$ cat src/rtl/flash_pattern_seq.sv
// Flash pattern sequencer: writes seed+i to base+i for count bytes,
// then optionally reads back and counts mismatches.
module flash_pattern_seq #(
  parameter int TIMEOUT_CYCLES = 50000,
  parameter bit VERIFY         = 1'b1
) (
  input  logic       CLK_50MHZ,
  input  logic       rst,
  input  logic       start,
  input  logic [7:0] base_addr,
  input  logic [7:0] count,
  input  logic [7:0] seed,
  output logic [7:0] addr,
  output logic [7:0] data,
  input  logic [7:0] data_rd,
  output logic       direction_rw,
  output logic       do_rw,
  input  logic       done,
  output logic       busy,
  output logic       pass,
  output logic       fail,
  output logic       timeout,
  output logic [7:0] err_count,
  output logic [7:0] first_err_addr
);

  localparam int WDW = $clog2(TIMEOUT_CYCLES) + 1;
  localparam logic [WDW-1:0] WD_MAX =
    WDW'(TIMEOUT_CYCLES - 1);

  typedef enum logic [2:0] {
    IDLE,
    WR_REQ,
    WR_GAP,
    RD_REQ,
    RD_GAP,
    FINISH
  } state_t;

  state_t         state_q, state_d;
  logic [7:0]     base_q, last_q, seed_q, idx_q;
  logic [WDW-1:0] wd_q;
  logic           pass_q, fail_q, to_q;
  logic [7:0]     err_q, ferr_q;

  logic in_req, wd_exp, at_last, mismatch, gap_fin;

  assign in_req   = (state_q == WR_REQ) ||
                    (state_q == RD_REQ);
  assign wd_exp   = (wd_q == WD_MAX);
  assign at_last  = (idx_q == last_q);
  assign addr     = base_q + idx_q;
  assign data     = seed_q + idx_q;
  assign mismatch = (data_rd != data);

  always_comb begin
    state_d = state_q;
    unique case (state_q)
      IDLE:
        if (start) state_d = WR_REQ;
      WR_REQ:
        if (done)        state_d = WR_GAP;
        else if (wd_exp) state_d = FINISH;
      WR_GAP:
        if (!at_last)    state_d = WR_REQ;
        else if (VERIFY) state_d = RD_REQ;
        else             state_d = FINISH;
      RD_REQ:
        if (done)        state_d = RD_GAP;
        else if (wd_exp) state_d = FINISH;
      RD_GAP:
        if (at_last) state_d = FINISH;
        else         state_d = RD_REQ;
      FINISH:
        state_d = IDLE;
      default:
        state_d = IDLE;
    endcase
  end

  // Normal completion out of a gap state; timeouts set flags directly
  assign gap_fin = (state_d == FINISH) &&
                   ((state_q == WR_GAP) ||
                    (state_q == RD_GAP));

  always_comb begin
    do_rw        = in_req;
    direction_rw = (state_q == RD_REQ) ||
                   (state_q == RD_GAP);
    busy         = (state_q != IDLE) &&
                   (state_q != FINISH);
  end

  assign pass           = pass_q;
  assign fail           = fail_q;
  assign timeout        = to_q;
  assign err_count      = err_q;
  assign first_err_addr = ferr_q;

  always_ff @(posedge CLK_50MHZ) begin
    if (rst) begin
      state_q <= IDLE;
      base_q  <= '0;
      last_q  <= '0;
      seed_q  <= '0;
      idx_q   <= '0;
      wd_q    <= '0;
      pass_q  <= 1'b0;
      fail_q  <= 1'b0;
      to_q    <= 1'b0;
      err_q   <= '0;
      ferr_q  <= '0;
    end else begin
      state_q <= state_d;
      unique case (state_q)
        IDLE: begin
          if (start) begin
            base_q <= base_addr;
            last_q <= count - 8'd1;
            seed_q <= seed;
            idx_q  <= '0;
            wd_q   <= '0;
            pass_q <= 1'b0;
            fail_q <= 1'b0;
            to_q   <= 1'b0;
            err_q  <= '0;
            ferr_q <= '0;
          end
        end
        WR_REQ, RD_REQ: begin
          if (done) begin
            wd_q <= '0;
            if (state_q == RD_REQ && mismatch) begin
              if (err_q == 8'd0)  ferr_q <= addr;
              if (err_q != 8'hFF) err_q  <= err_q + 8'd1;
            end
          end else if (wd_exp) begin
            wd_q   <= '0;
            to_q   <= 1'b1;
            fail_q <= 1'b1;
            pass_q <= 1'b0;
          end else begin
            wd_q <= wd_q + WDW'(1);
          end
        end
        WR_GAP, RD_GAP: begin
          if (at_last) idx_q <= '0;
          else         idx_q <= idx_q + 8'd1;
        end
        default: ;
      endcase
      if (gap_fin) begin
        pass_q <= (err_q == 8'd0) && !to_q;
        fail_q <= (err_q != 8'd0) || to_q;
      end
    end
  end

endmodule

$ cat config.mk
export PLATFORM = sky130hd
export DESIGN_NAME = flash_pattern_seq
export DESIGN_NICKNAME = d
export VERILOG_FILES = /design/src/rtl/flash_pattern_seq.sv
export SDC_FILE = /design/constraint.sdc
export NUM_CORES = 1
export LEC_CHECK = 0
export CORE_ASPECT_RATIO = 0.6
export CORE_MARGIN = 3
export CORE_UTILIZATION = 57
export DETAILED_ROUTE_END_ITERATION = 6
export GPL_TIMING_DRIVEN = 0
export PLACE_DENSITY = 0.95
export REMOVE_ABC_BUFFERS = 1
export SLEW_MARGIN = 10
export SYNTH_ARGS = -nofsm -noshare
export SYNTH_HDL_FRONTEND = slang
export SYNTH_SLANG_ARGS = --single-unit
export TNS_END_PERCENT = 1
$ cat constraint.sdc
create_clock -name CLK_50MHZ -period 4.6 [get_ports CLK_50MHZ]
set_input_delay 0.46 -clock CLK_50MHZ [delete_from_list [all_inputs] [get_ports CLK_50MHZ]]
set_output_delay 0.46 -clock CLK_50MHZ [all_outputs]
set_load 0.01 [all_outputs]
==> impl_metrics.env <==
export IMPL_reg2reg_depth=9
export IMPL_ys_warn_count=0
export IMPL_ys_ff_latch=71
export IMPL_hold_depth=2
export IMPL_maxCapViolCount=0
export IMPL_p_per_area_nw_per_um2=298
export IMPL_max_slew_margin_pct=35.2
export IMPL_grt_start_max_net_pins=44
export IMPL_max_freq_ghz=0.268
export IMPL_setup_viol=0
export IMPL_place_hpwl_mm=7.98
export IMPL_finalNonFillerCells=655
export IMPL_met1_length_mm=4.97
export IMPL_dp_cells=639
export IMPL_die_area_sq_um=8290
export IMPL_leakage_nw=2.00
export IMPL_via_per_inst=6.21
export IMPL_async_flop_share_pct=0
export IMPL_min_from="seed_q[0]"
export IMPL_cp_start_kind="flop"
export IMPL_synth_cells=498
export IMPL_grt_pass1_wl_mm=18.8
export IMPL_htreeDepth=3
export IMPL_io_buffer_count=73
export IMPL_worst_setup_path_end_kind="flop"
export IMPL_avgRoutedWirePerCell_um=17.8
export IMPL_worst_endpoint_arrival_ns=3.94
export IMPL_start_util_pct=60.2
export IMPL_detail_route_first_pass_iterations=5
export IMPL_clkLatencyLatePin_ns=0.33
export IMPL_ys_seq_area_share_pct=34.6
export IMPL_placementRows=23
export IMPL_clockBufferDepth=2
export IMPL_synth_flop_cell="dfxtp_1"
export IMPL_cts_buffers_inserted=9
export IMPL_drtAntennaViolNets=0
export IMPL_cp_required_ns=4.82
export IMPL_routed_top_layer="met4"
export IMPL_finalCriticalPeriod_ns=3.73
export IMPL_r2r_slack_ns=0.87
export IMPL_finClkSkew_ns=0.00905
export IMPL_antenna_found_initial=0
export IMPL_route_met3_wl_mm=1.00
export IMPL_worst_r2r_endpoint="first_err_addr[1]"
export IMPL_rsz0062_at_grt="no"
export IMPL_vias=4067
export IMPL_design_core_area_sq_um=6820
export IMPL_drv_slew=0
export IMPL_cts_root_buffer="clkbuf_16"
export IMPL_grt_usage_pct=28.3
export IMPL_fp_dieH_um=71.7
export IMPL_fin_nets=620
export IMPL_r2r_start="idx_q[0]"
export IMPL_gp_congestion=0.894
export IMPL_hold_viol=0
export IMPL_cts_setup_buffers=0
export IMPL_hold_class="flop to flop"
export IMPL_dieWidth_um=116
export IMPL_status="completed"
export IMPL_grt_remaining_overflow=0
export IMPL_cts_resized=0
export IMPL_route_detailed_drc=0
export IMPL_worstHoldEndpoint="seed_q[0]"
export IMPL_cts_tree="done"
export IMPL_path_clk_slew_ns=0.06
export IMPL_numClockSinks=71
export IMPL_ir_worst_vdd_mv=0.195
export IMPL_drt_iter0_markers=299
export IMPL_ioPinCount=74
export IMPL_synth_edf_count=0
export IMPL_grt_pass1_vias=3909
export IMPL_tightest_slew_ns=0.972
export IMPL_syn_area_sq_um=4110
export IMPL_antennaDiodeCount=0
export IMPL_dr_wl_met2_mm=5.44
export IMPL_syn_avg_cell_area_sq_um=8.25
export IMPL_critPathKind="flop to flop"
export IMPL_area_growth_pct=25.3
export IMPL_placed_area_sq_um=4880
export IMPL_hold_buffers=0
export IMPL_cp_max_fo=17
export IMPL_finalInstanceArea_sq_um=5140
export IMPL_routed_wl_mm=11.6
export IMPL_post_route_cells_drive_above_1_share_pct=4.93
export IMPL_min_period_over_period_pct=81.0
export IMPL_yosysUniqueCellTypes=62
-- state kept, by name, summed over array words and instances, names as in the netlist --
| name | cells |
|---|---|
| wd_q | 17 |
| err_count | 8 |
| pass | 1 |
| state_q | 3 |
| fail | 1 |
| idx_q | 8 |
| first_err_addr | 8 |
| base_q | 8 |
| seed_q | 8 |
| last_q | 8 |
| timeout | 1 |
-- Yosys cell counts (4+ instances only) --
cell type / count / area (sq um)
xor2_1: 21 / 184
or3_1: 7 / 43.8
inv_1: 15 / 56.3
nor2b_1: 7 / 43.8
nand2_1: 76 / 285
nor4_1: 5 / 31.3
nor3_1: 10 / 50.1
o21ai_0: 10 / 50.1
xnor2_1: 32 / 280
nand2b_1: 6 / 37.5
nor2_1: 53 / 199
clkbuf_1: 18 / 67.6
mux2i_1: 6 / 60.1
a211oi_1: 10 / 75.1
a21oi_1: 32 / 160
nand3_1: 15 / 75.1
and3_1: 5 / 31.3
ha_1: 19 / 238
a21o_1: 7 / 52.6
nand4_1: 11 / 68.8
nor4b_1: 4 / 35.0
dfxtp_1: 71 / 1420
-- per-layer routing --
| layer | GRT usage (%) | up-vias |
|---|---|---|
| li1 | - | 1887 |
| met1 | 37.8 | 1905 |
| met2 | 45.8 | 244 |
| met3 | 6.16 | 31 |
| met4 | 9.24 | 0 |
| met5 | 0 | - |
-- how the worst max path moves through the flow --
stage | startpoint | endpoint | cells past startpoint
after floorplan | state_q[1] | last_q[0] | 2
after global placement | start | base_q[0] | 4
after detailed placement | idx_q[0] | first_err_addr[1] | 9
after CTS | idx_q[0] | first_err_addr[1] | 9
after global routing | idx_q[0] | first_err_addr[1] | 9
final | idx_q[0] | first_err_addr[1] | 9
-- report_power, final --
part | total, W | leakage, nW | switching [W] | internal (W)
registers | 0.000660 | 0.577 | 0.0000224 | 0.000637
logic | 0.000251 | 1.30 | 0.000133 | 0.000118
clock network | 0.000621 | 0.124 | 0.000259 | 0.000361
total | 0.00153 | 2.00 | 0.000415 | 0.00112
-- critical path, cell delays in order (launching register included) --
cell and delay, ns:
dfxtp_1 0.51, ha_1 0.29, fa_1 0.47, xor2_1 0.17
or4_1 0.53, a211o_1 0.29, a2111oi_4 0.33, nand4b_4 0.34
nand2_2 0.32, mux2_2 0.36
-- cells by family after synthesis --
family / Yosys count / share of synthesized area [%]
AOI/OAI and AO/OA: 91 / 15.5
xor gates and xnor gates: 54 / 11.9
DFF: 71 / 34.6
buffers and inverters: 37 / 3.63
muxes: 8 / 2.01
adders and majority gates: 21 / 6.76
and+or+nand+nor: 216 / 25.6
-- stage by stage --
step	power (W)	worst slack, ns	TNS (ns)	util, %	hold WS (ns)
after floorplan	0.000806	1.18	0	-	0.435
after global placement	0.000903	-0.556	-8.68	71.2	0.446
after detailed placement	0.000915	0.956	0	71.5	0.453
after CTS	0.00153	0.935	0	75.4	0.460
after global routing	0.00158	0.759	0	75.4	0.492
final	0.00153	0.875	0	75.4	0.463
-- layout by cell type, fill, tap and decap left out, types with 5 or more instances in the layout --
cell type        Yosys  routed
a211oi_1            10      10
inv_1               15      15
a21o_1               7       7
clkbuf_16            0       9
nor3_1              10      10
nand3_1             15      15
dfxtp_1             71      71
mux2i_1              6       6
ha_1                19      19
o21ai_0             10      10
nor4_1               5       5
nand2_1             76      76
xor2_1              21      21
or3_1                7       7
a21oi_1             32      32
xnor2_1             32      32
nand4_1             11      11
nand2b_1             6       6
nor2b_1              7       7
and3_1               5       5
nor2_1              53      53
clkdlybuf4s50_1      0      72
-- area by class of cell --
| class | count | area [sq um] |
|---|---|---|
| sequential | 71 | 1420 |
| inverter | 15 | 56.3 |
| clock inverter | 6 | 37.5 |
| tap | 87 | 109 |
| fill | 483 | 1680 |
| clock buffer | 10 | 229 |
| multi-input combinational | 390 | 2540 |
| timing repair buffer | 76 | 748 |
Note: power is estimated with default switching activity, not from simulation.
